<file path="src/rtl/screen_sequencer_if.sv">
// rtl/screen_sequencer_if.sv - pixel/layer/request bundle for the screen sequencer
interface screen_sequencer_if;
    logic        frame_start;
    logic [9:0]  x;
    logic [9:0]  y;
    logic        start_req;
    logic        over_req;
    logic        pause_req;
    logic        grid_print;
    logic [23:0] grid_rgb;
    logic        cell_print;
    logic [23:0] cell_rgb;
    logic        text_print;
    logic [23:0] text_rgb;
    logic [23:0] RGB;
    logic [1:0]  screen_state;
    logic        blink;

    modport master (
        output frame_start, x, y, start_req, over_req, pause_req,
        output grid_print, grid_rgb, cell_print, cell_rgb, text_print, text_rgb,
        input  RGB, screen_state, blink
    );

    modport slave (
        input  frame_start, x, y, start_req, over_req, pause_req,
        input  grid_print, grid_rgb, cell_print, cell_rgb, text_print, text_rgb,
        output RGB, screen_state, blink
    );
endinterface

</file>
<file path="src/rtl/screen_sequencer.sv">
// rtl/screen_sequencer.sv - game screen FSM, blink timer and layer compositor (optional PAUSE via SCREEN_SEQ_PAUSE_EN)
module screen_sequencer #(
    parameter int unsigned BLINK_FRAMES = 30,
    parameter logic [23:0] BG_RGB       = 24'h000000
) (
    input  logic              clk,
    input  logic              rst,
    screen_sequencer_if.slave bus
);
    typedef enum logic [1:0] {
        ST_TITLE = 2'b00,
        ST_PLAY  = 2'b01,
        ST_OVER  = 2'b10,
        ST_PAUSE = 2'b11
    } state_t;

    localparam logic [7:0] BLINK_LAST = 8'(BLINK_FRAMES - 1);

    state_t      state_q, state_d;
    logic [7:0]  cnt_q, cnt_d;
    logic        blink_q, blink_d;
    logic        start_pend_q, start_pend_d;
    logic        over_pend_q, over_pend_d;
    logic        pause_pend_q, pause_pend_d;
    logic [23:0] rgb_q, rgb_d;

    logic        start_eff;
    logic        over_eff;
    logic        pause_eff;
    logic        active;

`ifndef SCREEN_SEQ_PAUSE_EN
    // The pause request port stays on the interface but has no effect in this build.
    logic        unused_pause;
    assign unused_pause = bus.pause_req;
`endif

    // Screen state, sticky request flags and blink timer; all changes land on frame_start.
    always_comb begin
        start_eff = start_pend_q | bus.start_req;
        over_eff  = over_pend_q  | bus.over_req;
`ifdef SCREEN_SEQ_PAUSE_EN
        pause_eff = pause_pend_q | bus.pause_req;
`else
        pause_eff = 1'b0;
`endif
        state_d      = state_q;
        cnt_d        = cnt_q;
        blink_d      = blink_q;
        start_pend_d = start_eff;
        over_pend_d  = over_eff;
        pause_pend_d = pause_eff;

        if (bus.frame_start) begin
            // Every request, legal or not, is consumed by the frame boundary.
            start_pend_d = 1'b0;
            over_pend_d  = 1'b0;
            pause_pend_d = 1'b0;

            case (state_q)
                ST_TITLE: if (start_eff) state_d = ST_PLAY;
                ST_PLAY: begin
                    if (over_eff)       state_d = ST_OVER;
                    else if (pause_eff) state_d = ST_PAUSE;
                end
                ST_OVER:  if (start_eff) state_d = ST_TITLE;
`ifdef SCREEN_SEQ_PAUSE_EN
                ST_PAUSE: begin
                    if (over_eff)       state_d = ST_OVER;
                    else if (pause_eff) state_d = ST_PLAY;
                end
`endif
                default:  state_d = ST_TITLE;
            endcase

            if (state_d != state_q) begin
                // A new screen always opens with the blink phase visible.
                cnt_d   = 8'd0;
                blink_d = 1'b1;
            end else if (state_q != ST_PAUSE) begin
                if (cnt_q == BLINK_LAST) begin
                    cnt_d   = 8'd0;
                    blink_d = ~blink_q;
                end else begin
                    cnt_d = cnt_q + 8'd1;
                end
            end
        end
    end

    // Layer composition uses the state/blink of the same cycle as the pixel inputs.
    always_comb begin
        active = (bus.x < 10'd640) && (bus.y < 10'd480);
        rgb_d  = BG_RGB;
        case (state_q)
            ST_TITLE: begin
                if (bus.text_print && blink_q) rgb_d = bus.text_rgb;
            end
            ST_PLAY: begin
                if (bus.text_print)      rgb_d = bus.text_rgb;
                else if (bus.cell_print) rgb_d = bus.cell_rgb;
                else if (bus.grid_print) rgb_d = bus.grid_rgb;
            end
            ST_OVER: begin
                if (bus.text_print)                 rgb_d = bus.text_rgb;
                else if (bus.cell_print && blink_q) rgb_d = bus.cell_rgb;
                else if (bus.grid_print)            rgb_d = bus.grid_rgb;
            end
            default: begin
                if (bus.text_print)      rgb_d = bus.text_rgb;
                else if (bus.grid_print) rgb_d = bus.grid_rgb;
            end
        endcase
        if (!active) rgb_d = 24'h000000;
    end

    // State and output registers; reset wins over any same-cycle frame_start or request.
    always_ff @(posedge clk) begin
        if (rst) begin
            state_q      <= ST_TITLE;
            cnt_q        <= 8'd0;
            blink_q      <= 1'b1;
            start_pend_q <= 1'b0;
            over_pend_q  <= 1'b0;
            pause_pend_q <= 1'b0;
            rgb_q        <= 24'h000000;
        end else begin
            state_q      <= state_d;
            cnt_q        <= cnt_d;
            blink_q      <= blink_d;
            start_pend_q <= start_pend_d;
            over_pend_q  <= over_pend_d;
            pause_pend_q <= pause_pend_d;
            rgb_q        <= rgb_d;
        end
    end

    assign bus.RGB          = rgb_q;
    assign bus.screen_state = state_q;
    assign bus.blink        = blink_q;
endmodule

</file>
<file path="src/flat_wrapper.sv">
// flat-port wrapper written by rule: the top's interface ports become plain ports
module screen_sequencer_flat 
#(
    parameter int unsigned BLINK_FRAMES = 30,
    parameter logic [23:0] BG_RGB       = 24'h000000
)
  (clk, rst, bus_frame_start, bus_x, bus_y, bus_start_req, bus_over_req, bus_pause_req, bus_grid_print, bus_grid_rgb, bus_cell_print, bus_cell_rgb, bus_text_print, bus_text_rgb, bus_RGB, bus_screen_state, bus_blink);
  screen_sequencer_if bus_i ();
  input  logic clk;
  input  logic rst;
  input wire logic [$bits(bus_i.frame_start)-1:0] bus_frame_start;
  input wire logic [$bits(bus_i.x)-1:0] bus_x;
  input wire logic [$bits(bus_i.y)-1:0] bus_y;
  input wire logic [$bits(bus_i.start_req)-1:0] bus_start_req;
  input wire logic [$bits(bus_i.over_req)-1:0] bus_over_req;
  input wire logic [$bits(bus_i.pause_req)-1:0] bus_pause_req;
  input wire logic [$bits(bus_i.grid_print)-1:0] bus_grid_print;
  input wire logic [$bits(bus_i.grid_rgb)-1:0] bus_grid_rgb;
  input wire logic [$bits(bus_i.cell_print)-1:0] bus_cell_print;
  input wire logic [$bits(bus_i.cell_rgb)-1:0] bus_cell_rgb;
  input wire logic [$bits(bus_i.text_print)-1:0] bus_text_print;
  input wire logic [$bits(bus_i.text_rgb)-1:0] bus_text_rgb;
  output wire logic [$bits(bus_i.RGB)-1:0] bus_RGB;
  output wire logic [$bits(bus_i.screen_state)-1:0] bus_screen_state;
  output wire logic [$bits(bus_i.blink)-1:0] bus_blink;
  assign bus_i.frame_start = bus_frame_start;
  assign bus_i.x = bus_x;
  assign bus_i.y = bus_y;
  assign bus_i.start_req = bus_start_req;
  assign bus_i.over_req = bus_over_req;
  assign bus_i.pause_req = bus_pause_req;
  assign bus_i.grid_print = bus_grid_print;
  assign bus_i.grid_rgb = bus_grid_rgb;
  assign bus_i.cell_print = bus_cell_print;
  assign bus_i.cell_rgb = bus_cell_rgb;
  assign bus_i.text_print = bus_text_print;
  assign bus_i.text_rgb = bus_text_rgb;
  assign bus_RGB = bus_i.RGB;
  assign bus_screen_state = bus_i.screen_state;
  assign bus_blink = bus_i.blink;
  screen_sequencer #(.BLINK_FRAMES(BLINK_FRAMES), .BG_RGB(BG_RGB)) u_core (.clk(clk), .rst(rst), .bus(bus_i));
endmodule
</file>
<file path="config.mk">
export PLATFORM = sky130hd
export DESIGN_NAME = screen_sequencer_flat
export DESIGN_NICKNAME = d
export VERILOG_FILES = /design/src/rtl/screen_sequencer_if.sv /design/src/rtl/screen_sequencer.sv /design/src/flat_wrapper.sv
export SDC_FILE = /design/constraint.sdc
export NUM_CORES = 1
export LEC_CHECK = 0
export BUFFER_PORTS_ARGS = -buffer_cell sky130_fd_sc_hd__buf_4
export CAP_MARGIN = 10
export CORE_MARGIN = 8
export CORE_UTILIZATION = 25
export CTS_CLUSTER_DIAMETER = 30
export DETAILED_ROUTE_END_ITERATION = 8
export GPL_ROUTABILITY_DRIVEN = 0
export PLACE_DENSITY = 0.55
export SLEW_MARGIN = 0
export SYNTH_ARGS = -nofsm -noshare
export SYNTH_HDL_FRONTEND = slang
export SYNTH_SLANG_ARGS = --single-unit
</file>
<file path="constraint.sdc">
create_clock -name clk -period 1.4 [get_ports clk]
set_input_delay 0.14 -clock clk [delete_from_list [all_inputs] [get_ports clk]]
set_output_delay 0.14 -clock clk [all_outputs]
set_load 0.1 [all_outputs]
</file>
# Word-level counts from Yosys, hierarchy flattened
# Cells that the tools add are included.
[word_totals]
mem_count = 0
reg_bits = 37
rom_bits = 0
latch_bits = 0
out_inout_bits = 27
ram_bits = 0
[classes]
n_reduce_logical = 10
n_div = 0
bitwise = 4
shifts = 0
addsub = 1
muxes = 19
magnitude_cmp = 2
n_eq_ne = 5
n_mul = 0
[op_table]
columns = ["op", "count"]
rows = [
  ["24-bit two-way mux", 7],
  ["24-bit case mux with 3 select lines", 1],
  ["8-bit two-way mux", 3],
  ["10-bit < comparator, second input constant", 1],
  ["10-bit by 9-bit < comparator with 1-bit output, second input constant", 1],
  ["8-bit by 1-bit adder with 8-bit output, second input constant", 1],
  ["8-bit by 5-bit == test with 1-bit output, second input constant", 1],
  ["2-bit two-way mux", 4],
  ["2-bit case mux with 3 select lines", 1],
  ["2-bit nonzero test", 2],
  ["2-bit OR reduction", 2],
  ["1-bit logical AND", 3],
  ["1-bit two-way mux", 3],
  ["3-bit AND reduction", 1],
  ["2-bit by 1-bit == test with 1-bit output, second input constant", 1],
  ["2-bit == test, second input constant", 1],
  ["2-bit zero test", 1],
  ["2-bit inequality test", 1],
  ["2-bit inequality test, second input constant", 1],
  ["1-bit inverter", 2],
  ["1-bit bitwise OR", 2],
  ["2-bit AND reduction", 1],
]

# Logic depth before layout (Yosys ltp)
# Gate-level depths: netlist of the first run.
[logic_depth]
word_depth = 7
depth_mapped = 7

# Worst setup path after synthesis of the first run
# OpenSTA, ideal clock, no wires.
[synth_path]
path_type = "register -> register"
from = "reg u_core.blink_q (netlist: u_core.bus.blink)"
to = "reg u_core.rgb_q[0] (netlist: u_core.bus.RGB[0])"
setup_time_ns = 0.103
period_less_slack_ns = 2.273
t_arrival_ns = 2.170
setup_slack_ns = -0.873
required_time_ns = 1.297
stages_incl_launch_ff = 6
cell_sequence = "dfxtp_1 buf_2 a211oi_2 buf_2 o32a_1 a2111oi_2"
[synth_via]
elab_chain_cells = 4
[synth_rtl]
columns = ["item", "line_no", "text"]
rows = [
  ["from (decl)", "screen_sequencer.sv:21", "logic blink_q, blink_d;"],
  ["from (signal assigned)", "screen_sequencer.sv:130", "blink_q <= blink_d;"],
  ["1-bit logical AND", "screen_sequencer.sv:106", "else if (bus.cell_print && blink_q) rgb_d = bus.cell_rgb;"],
  ["24-bit two-way mux", "screen_sequencer.sv:106", ""],
  ["24-bit two-way mux", "screen_sequencer.sv:105", "if (bus.text_print) rgb_d = bus.text_rgb;"],
  ["24-bit case mux with 3 select lines (*)", "screen_sequencer.sv:95", "case (state_q)"],
  ["to (signal assigned)", "screen_sequencer.sv:134", "rgb_q <= rgb_d;"],
  ["to (decl)", "screen_sequencer.sv:25", "logic [23:0] rgb_q, rgb_d;"],
]
# Mark *: on every way between the ends. The rest lies on a longest branch, timed or not.
# A chain may end at the register's enable or synchronous reset.

# Worst setup path in the final report of the first run
[layout_path]
from = "reg u_core.cnt_q[1]"
to = "reg u_core.blink_q (netlist: u_core.bus.blink)"
[layout_via]
elab_chain_cells = 3
[layout_rtl]
columns = ["item", "line_no", "text"]
rows = [
  ["from (decl)", "screen_sequencer.sv:20", "logic [7:0] cnt_q, cnt_d;"],
  ["from (signal assigned)", "screen_sequencer.sv:129", "cnt_q <= cnt_d;"],
  ["8-bit by 5-bit == test with 1-bit output", "screen_sequencer.sv:81", "if (cnt_q == BLINK_LAST) begin"],
  ["2-bit nonzero test (no line)", "-", ""],
  ["3-bit AND reduction (no line)", "-", ""],
]
# Every way passes these cells.

==> results of run 1 <==
area by class of cell:
class | instances | area (um^2)
Clock buffer | 5 | 68.8
Clock inverter | 3 | 45.0
Sequential cell | 37 | 754
Timing Repair Buffer | 162 | 1330
Antenna cell | 1 | 2.50
Fill cell | 1008 | 5610
Tap cell | 133 | 166
Inverter | 8 | 30.0
Multi-Input combinational cell | 224 | 1720
logic make-up after synthesis:
logic type	share of synthesized area [%]
adders and majority gates	1.01
AOI/OAI and AO/OA	43.0
xor gates and xnor gates	2.11
and+or+nand+nor	15.8
buffers and inverters	8.25
DFF	29.8
sequential cells by signal, summed over array words and instances, names as in the netlist:
signal and count:
u_core.bus.RGB 24, u_core.cnt_q 8, u_core.bus.screen_state 2, u_core.bus.blink 1
u_core.over_pend_q 1, u_core.start_pend_q 1
report_power, final:
| group | switching [W] | leakage (nW) | total (W) | internal [W] |
|---|---|---|---|---|
| clock network | 0.000430 | 0.0587 | 0.000965 | 0.000535 |
| registers | 0.0000215 | 0.302 | 0.00110 | 0.00108 |
| logic | 0.000646 | 1.28 | 0.00119 | 0.000541 |
cell usage in the layout (no fill, tap or decap), types with 2 or more instances in the layout:
cell type,count
xor2_1,3
clkbuf_8,5
buf_12,6
nor3_1,6
a2111oi_2,17
o21ai_0,8
xnor2_1,3
a311oi_2,2
a221oi_2,4
nor2_1,35
a21oi_1,22
o21ai_4,2
dfxtp_2,2
nand4_1,3
buf_6,10
o21bai_1,2
inv_1,6
buf_4,146
nor2_2,2
a2111oi_4,2
a211oi_1,4
dfxtp_4,3
dfxtp_1,32
a311oi_1,16
nand3_1,4
a21o_1,5
nand2_1,29
o21a_1,4
a21oi_2,9
o32a_1,18
final timing paths:
path              cells after the start               end  slack (ns)
hold reg to reg                       2   u_core.cnt_q[4]        0.55
setup / recovery                      6  u_core.bus.blink       -0.18
setup reg to reg                      6  u_core.bus.blink       -0.18
hold / removal                        2   u_core.cnt_q[0]        0.06
metrics by stage:
stage                     instances  setup TNS [ns]  util [%]
after floorplan                 303           -3.84         -
after detailed placement        552           -4.19      38.1
after CTS                       566           -1.19      40.4
after global routing            573           -2.11      42.3
after global placement          552           -3.69      38.1
final                           573           -1.06      42.3
repair_timing:
action | in CTS | in global routing
gates resized for setup | 8 | 30
pin swaps | 7 | 10
cloned | 0 | 0
endpoints found under the setup margin | 28 | 31
buffers inserted | 6 | 6
per-layer routing:
metal	track usage [%]	wire (um)	vias to the layer above
met1	15.7	3950	1352
met3	3.70	627	9
li1	-	-	1438
met5	0	0	-
met4	3.89	103	0
met2	23.6	4620	88
==> summary.md, run 1 <==
The worst hold slack across all endpoints was 0.0597 ns; the number of register bits inferred by synthesis was 37. The highest clock frequency the design can meet was 634 MHz; the first-pass GRT wire length was 14,600 um. The synthesized instance count is 303, and the global route total overflow is 0.

The library cell occupying the most area in the post-synthesis netlist was dfxtp_1. Dividing the detail-routed via count by the number of cells gives 5.04. The clock arrives with 0.00360 ns of skew.

The tools report the root buffer selected by CTS as clkbuf_8. Once detail routing completed, the nets flagged for antenna violations numbered 0. The tools report the hold-fix buffer count after cts as 0.

The number of clock sinks came out at 37. The die covers 13,400 um^2. The flow ran to the end, but the final reports show violations.

TritonCTS built the clock tree. The routed design has 9310 um of wire. The number of global-route vias before repair is 3,009, and the final critical-path share of the clock period is 113%.

The setup slack after layout is -0.177 ns, and the H-tree depth reported by CTS is 2. Setup repair after global routing could not meet its margin everywhere. Of the post-synthesis cell area, the dominant cell type holds 29.8%. The logs give 3700 um^2 for the post-detailed-placement cell area and 29.8% for the sequential share of the synthesized area. Endpoint type of the worst setup path: a flop.

The run gives 9 as the setup violation total in the final timing report. For the worst setup path, the data required time is 1.61 ns. The region available for standard cell placement spans 9730 um^2.

By area the synthesized netlist is led by dfxtp_1 (30%), a2111oi_2 (11%), o32a_1 (7.2%), a311oi_1 (6.3%), a21oi_1 (6.2%). The count of flip-flops with a built-in enable after synthesis is 0. The first TritonRoute pass finished after 4 iterations. Data on the critical path arrives at its endpoint at 1.79 ns. Clock-pin slew was measured on the worst setup and hold paths at 0.08 ns. Port buffering added 114 buffers.

The source of the worst register-to-register timing path was u_core.cnt_q[1]. From bottom edge to top edge, the die measures 116 um. For the overall power consumption, the log shows 0.00326 W. Type of the worst min-delay path: input port to flop. The buffers plus inverters on the worst setup path was 1; the synthesized cell area was 2490 um^2. The initial antenna violation count was 1.

Detailed placement finished with a half-perimeter wire length of 7160 um. In the synthesized netlist the dominant register cell turns out to be dfxtp_1. The signal on the critical path passes through inv_2 -> ha_4 -> or4b_4 -> o22a_4 -> o21ba_2 -> o21bai_1. The final layout contains 541 nets. The count of pins over their slew limit is 0, and the number of standard-cell rows in the floorplan is 36.

Max-cap violations in this run came to 0. The worst-case vdd ir drop is 387 uV, and the number of distinct standard cells referenced by the synthesized netlist is 48. Of all flip-flops after synthesis, the portion carrying an async set or reset was 0%. The startpoint of the tightest hold check path is rst. The finished cells cover 4120 um^2.

The DRC marker count from the first detailed-route iteration is 96, and the post-route DRC violation count is 0. Dividing the detail-routed wire length by the instance count gives 16.2 um. The worst setup path is launched from a flop.

At the pin with the least slew margin, the transition time is 0.436 ns. In this design, the stage delay of the slowest critical-path cell is 0.45 ns. The floorplan die width works out to 116 um. Cells with a size suffix above 1 make up 51.0% of the layout. Kind of critical path: flop to flop. The leakage power total was 1.64 nW.

Cell type of the slowest stage on the worst timing path: or4b_4. The total vias in the final route was 2,887; the time the final worst path needs with I/O delays and setup was 1.58 ns. The tools report the final hold violation count as 0. The checks that failed: setup timing. The worst pin sits at a relative slew slack of 70.9%. The power per standard cell area came out at 790 nW/um^2. The tools report the synthesized net count as 406.

The effective utilization at floorplan was 25.6%; the I/O pin count was 128. The number of buffers between clock root and the deepest sink is 2, and the area overhead of the layout relative to synthesis is 65.6%. In this run the mean area of a mapped cell was 8.21 um^2. The maximum fanout encountered on the critical timing path works out to 5.

The setup slack after placement was -0.226 ns; the global routing usage summed across all routing layers was 13.5%. In this run the worst setup path begins at u_core.cnt_q[1]. In this design, the largest share of critical-path delay is due to compound AO/OA/AOI/OAI gates. Ranked by instance count, the synthesized netlist is headed by dfxtp_1 (37), nor2_1 (37), a21oi_1 (31). The Yosys step of the flow raised 0 warnings.

Entering global routing, the biggest net connects 23 pins. The logs give 5 for the clock buffer count from CTS and 0.29 ns for the later-pin clock latency in the skew report.
Note: power is estimated with default switching activity, not from simulation.
==> run 2: changes to the inputs <==
PLACE_DENSITY = default   (was 0.55)
==> run 2 against run 1 <==
Effect of this change: the flow still finishes with violations (setup timing); sequential power about the same; cell count down 1.0%; first-iteration DRC count up 55%; power up 0.82%; flip-flop and latch count unchanged; non-clock buffer count down 5; via count up 0.24%; critical path depth unchanged; sequential share of layout area up 0.10 points; critical endpoint unchanged; largest power group unchanged.
==> summary.md, run 2 (synthesized netlist as in run 1, its figures left out) <==
The run finished, with violations left. Violated checks: setup timing (unchanged). The total vias in the final route was 2,894 (was 2,887). The logs give 0.00328 W (was 0.00326 W) for the overall power consumption and 5 (unchanged) for the clock buffer count from CTS.

List of cells traversed by the critical path: inv_2 -> ha_4 -> or4b_4 -> o22a_4 -> nor3_2 -> o21bai_1 (was inv_2 -> ha_4 -> or4b_4 -> o22a_4 -> o21ba_2 -> o21bai_1). The number of logic stages on the critical path including buffering was 6 (unchanged). The critical path's top delay family is simple AND/OR/NAND/NOR gates (was compound AO/OA/AOI/OAI gates). The core occupancy in the finished layout was 42.1% (was 42.3%). The type of the worst min-delay path is input port to flop (unchanged). The cell type of the slowest stage on the worst timing path is or4b_4 (unchanged). The I/O pin count is 128 (unchanged).

The number of standard-cell rows in the floorplan is 36 (unchanged), and the max-capacitance violation count is 0 (unchanged). The sequential cell area came out at 754 um^2 (unchanged). For the global routing usage summed across all routing layers, the log shows 13.5% (about the same). The run gives -1.28 ns (was -1.06 ns) as the post-route setup TNS. The run gives 1720 um^2 (about the same) as the footprint of the multi-input gates. The tightest slew margin relative to the limit was 77.7% (was 70.9%); the buffers plus inverters on the worst setup path was 1 (unchanged). The source of the worst register-to-register timing path is u_core.cnt_q[1] (unchanged). The run gives 1.78 ns (was 1.79 ns) as the arrival time at the worst endpoint. The floorplan die width works out to 116 um (unchanged).

The endpoint type of the worst setup path was a flop (unchanged). The leakage power total is 1.63 nW (was 1.64 nW), and the area overhead of the layout relative to synthesis is 64.7% (was 65.6%). The worst clock skew came out at 0.00545 ns (was 0.00360 ns). The count of pins over their slew limit is 0 (unchanged), and the maximum fanout encountered on the critical timing path is 5 (unchanged). The tools report the sequential share of power as 33.7% (was 33.9%). For the full die area, the log shows 13,400 um^2 (unchanged). The number of detailed-routing iterations run before antenna repair is 4 (unchanged), and the final critical-path share of the clock period is 114% (was 113%). Kind of critical path: flop to flop (unchanged). The HPWL after detailed placement came out at 7120 um (was 7160 um). Root buffer selected by CTS: clkbuf_8 (unchanged). For the worst hold slack across all endpoints, the log shows 0.0664 ns (was 0.0597 ns). Setup repair after global routing could not meet its margin everywhere. The most frequent standard cell in the layout excluding fill and tap cells was buf_4 (unchanged). For the overall routed net length, the log shows 9520 um (was 9310 um). The fraction of layout cells with a size suffix above 1 is 50.7% (was 51.0%). For the later-pin clock latency in the skew report, the log shows 0.29 ns (about the same).

The setup violation total in the final timing report is 11 (was 9), and the switching share of power is 34.3% (was 33.7%). The remaining antenna violation count was 0 (unchanged). The instance count along the most critical hold path works out to 2 (unchanged).

Post-route DRC violation count: 0 (unchanged). The worst-case vdd ir drop was 461 uV (was 387 uV). The tools report the share of total power in the clock network as 30.0% (was 29.7%). The run gives 14,700 um (was 14,600 um) as the first-pass GRT wire length. The worst endpoint required time was 1.59 ns (was 1.61 ns). The total placed cells including tap cells came out at 549 (was 552). H-tree depth reported by CTS: 2 (unchanged).

The effective utilization at floorplan is 25.6% (unchanged). The endpoint of the worst hold-timing path was u_core.cnt_q[0] (unchanged). The vertical die dimension was 116 um (unchanged). The number of clock sinks was 37 (unchanged); the core outline area was 9730 um^2 (unchanged). For the pin count of the biggest net entering global routing, the log shows 24 (was 23). The number of flip-flops under the largest register name is 24 (unchanged). The number of vias per cell after detailed routing is 5.10 (was 5.04), and the number of buffers between clock root and the deepest sink is 2 (unchanged).

The share of power burned in combinational logic is 36.3% (was 36.5%), and the global route total overflow is 0 (unchanged). The tools report the final hold violation count as 0 (unchanged). The worst reg-to-reg path cell count works out to 6 (unchanged).

Count of filler cells inserted in the layout: 1,018 (was 1,008). The number of port buffers works out to 114 (unchanged). Worst flop-to-flop path endpoint: u_core.bus.blink (unchanged). The highest clock frequency the design can meet is 627 MHz (was 634 MHz). TritonCTS built the clock tree.

The biggest cell delay along the critical path works out to 0.46 ns (was 0.45 ns). The critical path startpoint category is a flop (unchanged). The number of global-route vias before repair is 2,945 (was 3,009), and the transition time at the pin with the least slew margin is 0.330 ns (was 0.436 ns). The tools report the net count of the finished layout as 536 (was 541).

The power per standard cell area was 801 nW/um^2 (was 790 nW/um^2); the switching power summed over all nets was 0.00112 W (was 0.00110 W). Startpoint of the tightest hold check path: rst (unchanged). The count of antenna diodes in the layout is 0 (was 1), and the average detailed-routed wire length per instance is 16.8 um (was 16.2 um). The DRC marker count from the first detailed-route iteration is 149 (was 96). The run gives 0.00216 W (about the same) as the internal power summed over all cells. For the setup slack after layout, the log shows -0.195 ns (was -0.177 ns). Commonest non-fill, non-tap cells in the layout: buf_4 (141), nor2_1 (36), dfxtp_1 (32), nand2_1 (29), a21oi_1 (22) (was buf_4 (146), nor2_1 (35), dfxtp_1 (32), nand2_1 (29), a21oi_1 (22)).

The time the final worst path needs with I/O delays and setup works out to 1.59 ns (was 1.58 ns). The tools report the hold-fix buffer count after cts as 0 (unchanged). The clock transition at the registers of the reported paths works out to 0.09 ns (was 0.08 ns). The minimum setup slack among reg-to-reg paths came out at -0.19 ns (was -0.18 ns).

The run gives 567 (was 573) as the final standard cell count with taps included and fillers excluded. The tools report the initial antenna violation count as 0 (was 1).
==> run 2: worst max path at each step <==
stage,startpoint,end,slack [ns]
detailed placement,u_core.cnt_q[1],u_core.cnt_q[2],-0.26
global route,u_core.cnt_q[1],u_core.bus.blink,-0.22
floorplan,u_core.bus.screen_state[1],u_core.bus.RGB[14],-0.21
CTS,u_core.cnt_q[1],u_core.bus.blink,-0.22
global placement,u_core.bus.screen_state[0],u_core.bus.RGB[11],-0.16
finish,u_core.cnt_q[1],u_core.bus.blink,-0.19
==> run 2: timing repair <==
item                       in CTS  in global routing
resized for setup              15                 34
buffers inserted                5                  4
pin swaps                       6                  6
setup endpoints to repair      28                 34
gates cloned                    0                  1
==> run 2: cell type report <==
type	count	share of cell area (%)
Multi-Input combinational cell	224	41.9
Clock inverter	3	1.13
Sequential cell	37	18.4
Tap cell	133	4.06
Inverter	8	0.733
Timing Repair Buffer	157	32.0
Clock buffer	5	1.68
==> run 2: metrics by stage <==
stage                     setup WS [ns]  area (um^2)
final                            -0.195         4100
after global routing             -0.225         4100
after CTS                        -0.218         3930
after detailed placement         -0.262         3710
after global placement           -0.161         3710
after floorplan                  -0.212         2600
==> run 2: power groups by stage <==
stage               Combinational [W]  Sequential [W]  Clock (W)
floorplan                    0.000497         0.00131          0
global placement              0.00104         0.00113          0
detailed placement            0.00106         0.00113          0
CTS                           0.00111         0.00111    0.00103
global route                  0.00127         0.00111    0.00106
finish                        0.00119         0.00111   0.000984
==> run 2: per-layer routing <==
layer / vias up / routed length [um] / GRT usage [%]
met1: 1388 / 4090 / 16.2
met3: 4 / 595 / 3.75
met4: 0 / 46 / 2.85
li1: 1422 / - / -
met2: 80 / 4790 / 23.5
met5: - / 0 / 0
==> run 3: changes to the inputs <==
ABC_AREA = 1   (was default)
==> run 3 against run 2 <==
Effect of this change: the run now ends clean; flip-flop and latch count unchanged; global-route usage grew 0.50 points; sequential power barely moved; die area rose by 10%; via count rose by 18%; combinational power decreased by 6%; clock skew grew 0.0031 ns; critical endpoint is now bus_screen_state[0]; count of clock-buffer cells in the layout unchanged; power down 7.7%; clock power decreased by 20%; largest power group is now sequential cells.
==> summary.md, run 3 <==
The run finished with clean final reports. The final critical-path share of the clock period works out to 94.8% (was 114%). The kind of critical path was flop to primary output (was flop to flop).

The vertical die dimension is 121 um (was 116 um). The run gives 0 (unchanged) as the count of antenna diodes in the layout. Root buffer selected by CTS: clkbuf_8 (unchanged). The biggest cell delay along the critical path was 0.41 ns (was 0.46 ns). The critical path's top delay family was buffers and inverters (was simple AND/OR/NAND/NOR gates).

Ranking of synthesized cells by instance count: nand2_1 (179), nor2_1 (52), a21oi_1 (47) (was dfxtp_1 (37), nor2_1 (37), a21oi_1 (31)). The cell type of the slowest stage on the worst timing path is dfxtp_4 (was or4b_4). The clock buffer count from CTS came out at 5 (unchanged).

The run gives 14,700 um^2 (was 13,400 um^2) as the full die area. The tools report the arrival time at the worst endpoint as 1.19 ns (was 1.78 ns). The post-detailed-placement cell area is 3800 um^2 (was 3710 um^2), and the instance count along the most critical hold path is 3 (was 2). The logs give 14.0% (was 13.5%) for the global routing usage summed across all routing layers and 753 MHz (was 627 MHz) for the highest clock frequency the design can meet. The fraction of layout cells with a size suffix above 1 was 26.6% (was 50.7%); the synthesis warning total was 0 (unchanged). The number of vias per cell after detailed routing works out to 4.70 (was 5.10). The average detailed-routed wire length per instance works out to 14.3 um (was 16.8 um).

The DRC marker count from the first detailed-route iteration came out at 230 (was 149). The async set-or-reset flop fraction in the synthesized netlist is 0% (unchanged), and the worst endpoint required time is 1.26 ns (was 1.59 ns). The post-route setup TNS came out at 0 ns (was -1.28 ns).

The tools report the H-tree depth reported by CTS as 2 (unchanged). The count of pins over their slew limit is 0 (unchanged), and the sequential share of the synthesized area is 26.7% (was 29.8%). The worst flop-to-flop path endpoint is u_core.bus.RGB[10] (was u_core.bus.blink). The worst clock skew was 0.00857 ns (was 0.00545 ns); the time the final worst path needs with I/O delays and setup was 1.33 ns (was 1.59 ns).

The critical path startpoint category is a flop (unchanged). Cell types occupying the most area after synthesis: dfxtp_1 (27%), nand2_1 (24%), a21oi_1 (8.5%), nand3_1 (7.2%), nor2_1 (7.0%) (was dfxtp_1 (30%), a2111oi_2 (11%), o32a_1 (7.2%), a311oi_1 (6.3%), a21oi_1 (6.2%)). Buffers plus inverters on the worst setup path: 2 (was 1). The tools report the later-pin clock latency in the skew report as 0.30 ns (was 0.29 ns). The tools report the total vias in the final route as 3,417 (was 2,894).

The core outline area is 10,800 um^2 (was 9730 um^2), and the effective utilization at floorplan is 25.6% (about the same). The remaining antenna violation count came out at 0 (unchanged). The logs give 0 (unchanged) for the max-capacitance violation count and 30 (was 24) for the pin count of the biggest net entering global routing. The final hold violation count came out at 0 (unchanged). The startpoint of the tightest hold check path is bus_start_req (was rst). TritonCTS built the clock tree.

The tightest slew margin relative to the limit was 79.5% (was 77.7%); the number of distinct standard cells referenced by the synthesized netlist was 30 (was 48). The tools report the global route total overflow as 0 (unchanged). Endpoint type of the worst setup path: a primary output (was a flop).

For the initial antenna violation count, the log shows 0 (unchanged). The power per standard cell area is 771 nW/um^2 (was 801 nW/um^2). The type of the worst min-delay path is input port to flop (unchanged). The run gives 474 (was 303) as the synthesized instance count.

Source of the worst register-to-register timing path: u_core.bus.screen_state[0] (was u_core.cnt_q[1]). The number of clock sinks came out at 37 (unchanged). Most frequent standard cell in the layout excluding fill and tap cells: nand2_1 (was buf_4). The first-pass GRT wire length came out at 16,800 um (was 14,700 um). The logs give 10,400 um (was 9520 um) for the overall routed net length and 387 uV (was 461 uV) for the worst-case vdd ir drop.

The summed area of non-filler cells in the final layout is 3930 um^2 (was 4100 um^2). The endpoint of the worst hold-timing path was u_core.start_pend_q (was u_core.cnt_q[0]). The number of register bits inferred by synthesis came out at 37 (unchanged). The I/O pin count came out at 128 (unchanged).

The area overhead of the layout relative to synthesis works out to 41.5% (was 64.7%). The library cell occupying the most area in the post-synthesis netlist was dfxtp_1 (unchanged). The top cell type's share of synthesized area works out to 26.7% (was 29.8%). Number of buffers between clock root and the deepest sink: 2 (unchanged). The transition time at the pin with the least slew margin is 0.308 ns (was 0.330 ns), and the post-route DRC violation count is 0 (unchanged). For the leakage power total, the log shows 1.94 nW (was 1.63 nW). The dominant synthesized flop cell is dfxtp_1 (unchanged). The number of port buffers came out at 114 (unchanged).

The maximum fanout encountered on the critical timing path is 13 (was 5), and the hold-fix buffer count after cts is 0 (unchanged). Commonest non-fill, non-tap cells in the layout: nand2_1 (178), buf_4 (125), nor2_1 (50), a21oi_1 (47), nand3_1 (40) (was buf_4 (141), nor2_1 (36), dfxtp_1 (32), nand2_1 (29), a21oi_1 (22)). The run gives 2780 um^2 (was 2490 um^2) as the synthesized cell area. Setup repair after global routing left no endpoint under its margin. The minimum setup slack among reg-to-reg paths came out at 0.13 ns (was -0.19 ns). The worst reg-to-reg path cell count works out to 5 (was 6). Count of flip-flops with a built-in enable after synthesis: 0 (unchanged). The tools report the number of global-route vias before repair as 3,465 (was 2,945). The tools report the net count of the finished layout as 689 (was 536). The number of detailed-routing iterations run before antenna repair was 4 (unchanged). List of cells traversed by the critical path: buf_4 -> buf_6 (was inv_2 -> ha_4 -> or4b_4 -> o22a_4 -> nor3_2 -> o21bai_1). The most instantiated library cell after synthesis was nand2_1.

The clock transition at the registers of the reported paths was 0.08 ns (was 0.09 ns). The floorplan die width came out at 121 um (was 116 um). Setup violation total in the final timing report: 0 (was 11). The HPWL after detailed placement was 7920 um (was 7120 um); the number of flip-flops under the largest register name was 24 (unchanged). The tools report the number of standard-cell rows in the floorplan as 38 (was 36). The synthesized net count is 577 (was 406), and the average cell area after synthesis is 5.86 um^2 (was 8.21 um^2).
## run 3: changes by cell type after synthesis, sizes merged, moves of 5 or more
| cell | delta |
|---|---|
| nor2 | +19 |
| a311oi | -18 |
| nor3 | -6 |
| inv | +35 |
| a21oi | +16 |
| nand2 | +154 |
| buf | -5 |
| o32a | -18 |
| a21o | -5 |
| o211ai | +19 |
| a211oi | -5 |
| a2111oi | -19 |
| nand3 | +35 |
## run 3: what timing repair did
| item | CTS | global route |
|---|---|---|
| endpoints found under the setup margin | 1 | 12 |
| pin swaps | 0 | 1 |
| buffers inserted | 0 | 2 |
| gates resized for setup | 1 | 3 |
## run 3: worst reg2reg max path: cells and delay by family, from the launching register on
kind,cells,cell delay (ns)
buf+inv,2,0.41
flops,1,0.39
compound gates,2,0.33
simple gates,1,0.08
## run 3: per-stage QoR
| step | hold slack [ns] | utilization (%) | total power [W] | cells | worst slack [ns] |
|---|---|---|---|---|---|
| final | 0.108 | 36.3 | 0.00303 | 727 | 0.0724 |
| after global routing | 0.116 | 36.3 | 0.00321 | 727 | 0.00861 |
| after CTS | 0.101 | 35.9 | 0.00306 | 725 | 0.0590 |
| after detailed placement | 0.418 | 35.1 | 0.00226 | 717 | 0.105 |
| after global placement | 0.403 | 35.1 | 0.00224 | 717 | 0.115 |
| after floorplan | 0.286 | - | 0.00186 | 474 | 0.00871 |
## run 3: cell type report
class	instances	area (um^2)
well taps	140	175
repair buffers	130	1020
clock inverters	3	17.5
clock buffers	5	68.8
flip-flops and latches	37	752
fillers	1189	6910
multi-input cells	370	1730
inverters	42	168
## run 3: power breakdown
group | internal, W | leakage (nW) | switching, W
Clock | 0.000344 | 0.0439 | 0.000442
Combinational | 0.000411 | 1.60 | 0.000709
Sequential | 0.00109 | 0.302 | 0.0000324
## run 3: worst max path at each step
stage	end	slack [ns]	cells past startpoint	startpoint
2_1_floorplan	u_core.bus.RGB[3]	0.009	7	u_core.bus.screen_state[0]
3_5_place_dp	u_core.bus.RGB[21]	0.11	6	u_core.bus.screen_state[1]
5_1_grt	u_core.bus.RGB[7]	0.009	7	u_core.bus.screen_state[0]
4_1_cts	bus_screen_state[0]	0.06	2	u_core.bus.screen_state[0]
3_3_place_gp	u_core.bus.RGB[21]	0.11	6	u_core.bus.screen_state[1]
6_report	bus_screen_state[0]	0.07	2	u_core.bus.screen_state[0]
## run 3: cells by family (layout without fill, tap and decap cells)
kind of cell	after synthesis	in the layout	share of synthesized area [%]
flops	37	37	26.7
xor+xnor	5	5	1.58
simple gates	283	283	42.8
compound gates	80	80	16.5
buf+inv	67	180	11.5
fa+ha+maj	2	2	0.901
## run 3: metal layers
metal / track usage [%] / vias up / routed length, um
li1: - / 1735 / -
met1: 16.4 / 1542 / 4520
met2: 23.8 / 134 / 4980
met3: 4.28 / 6 / 805
met4: 4.39 / 0 / 76
met5: 0 / - / 0
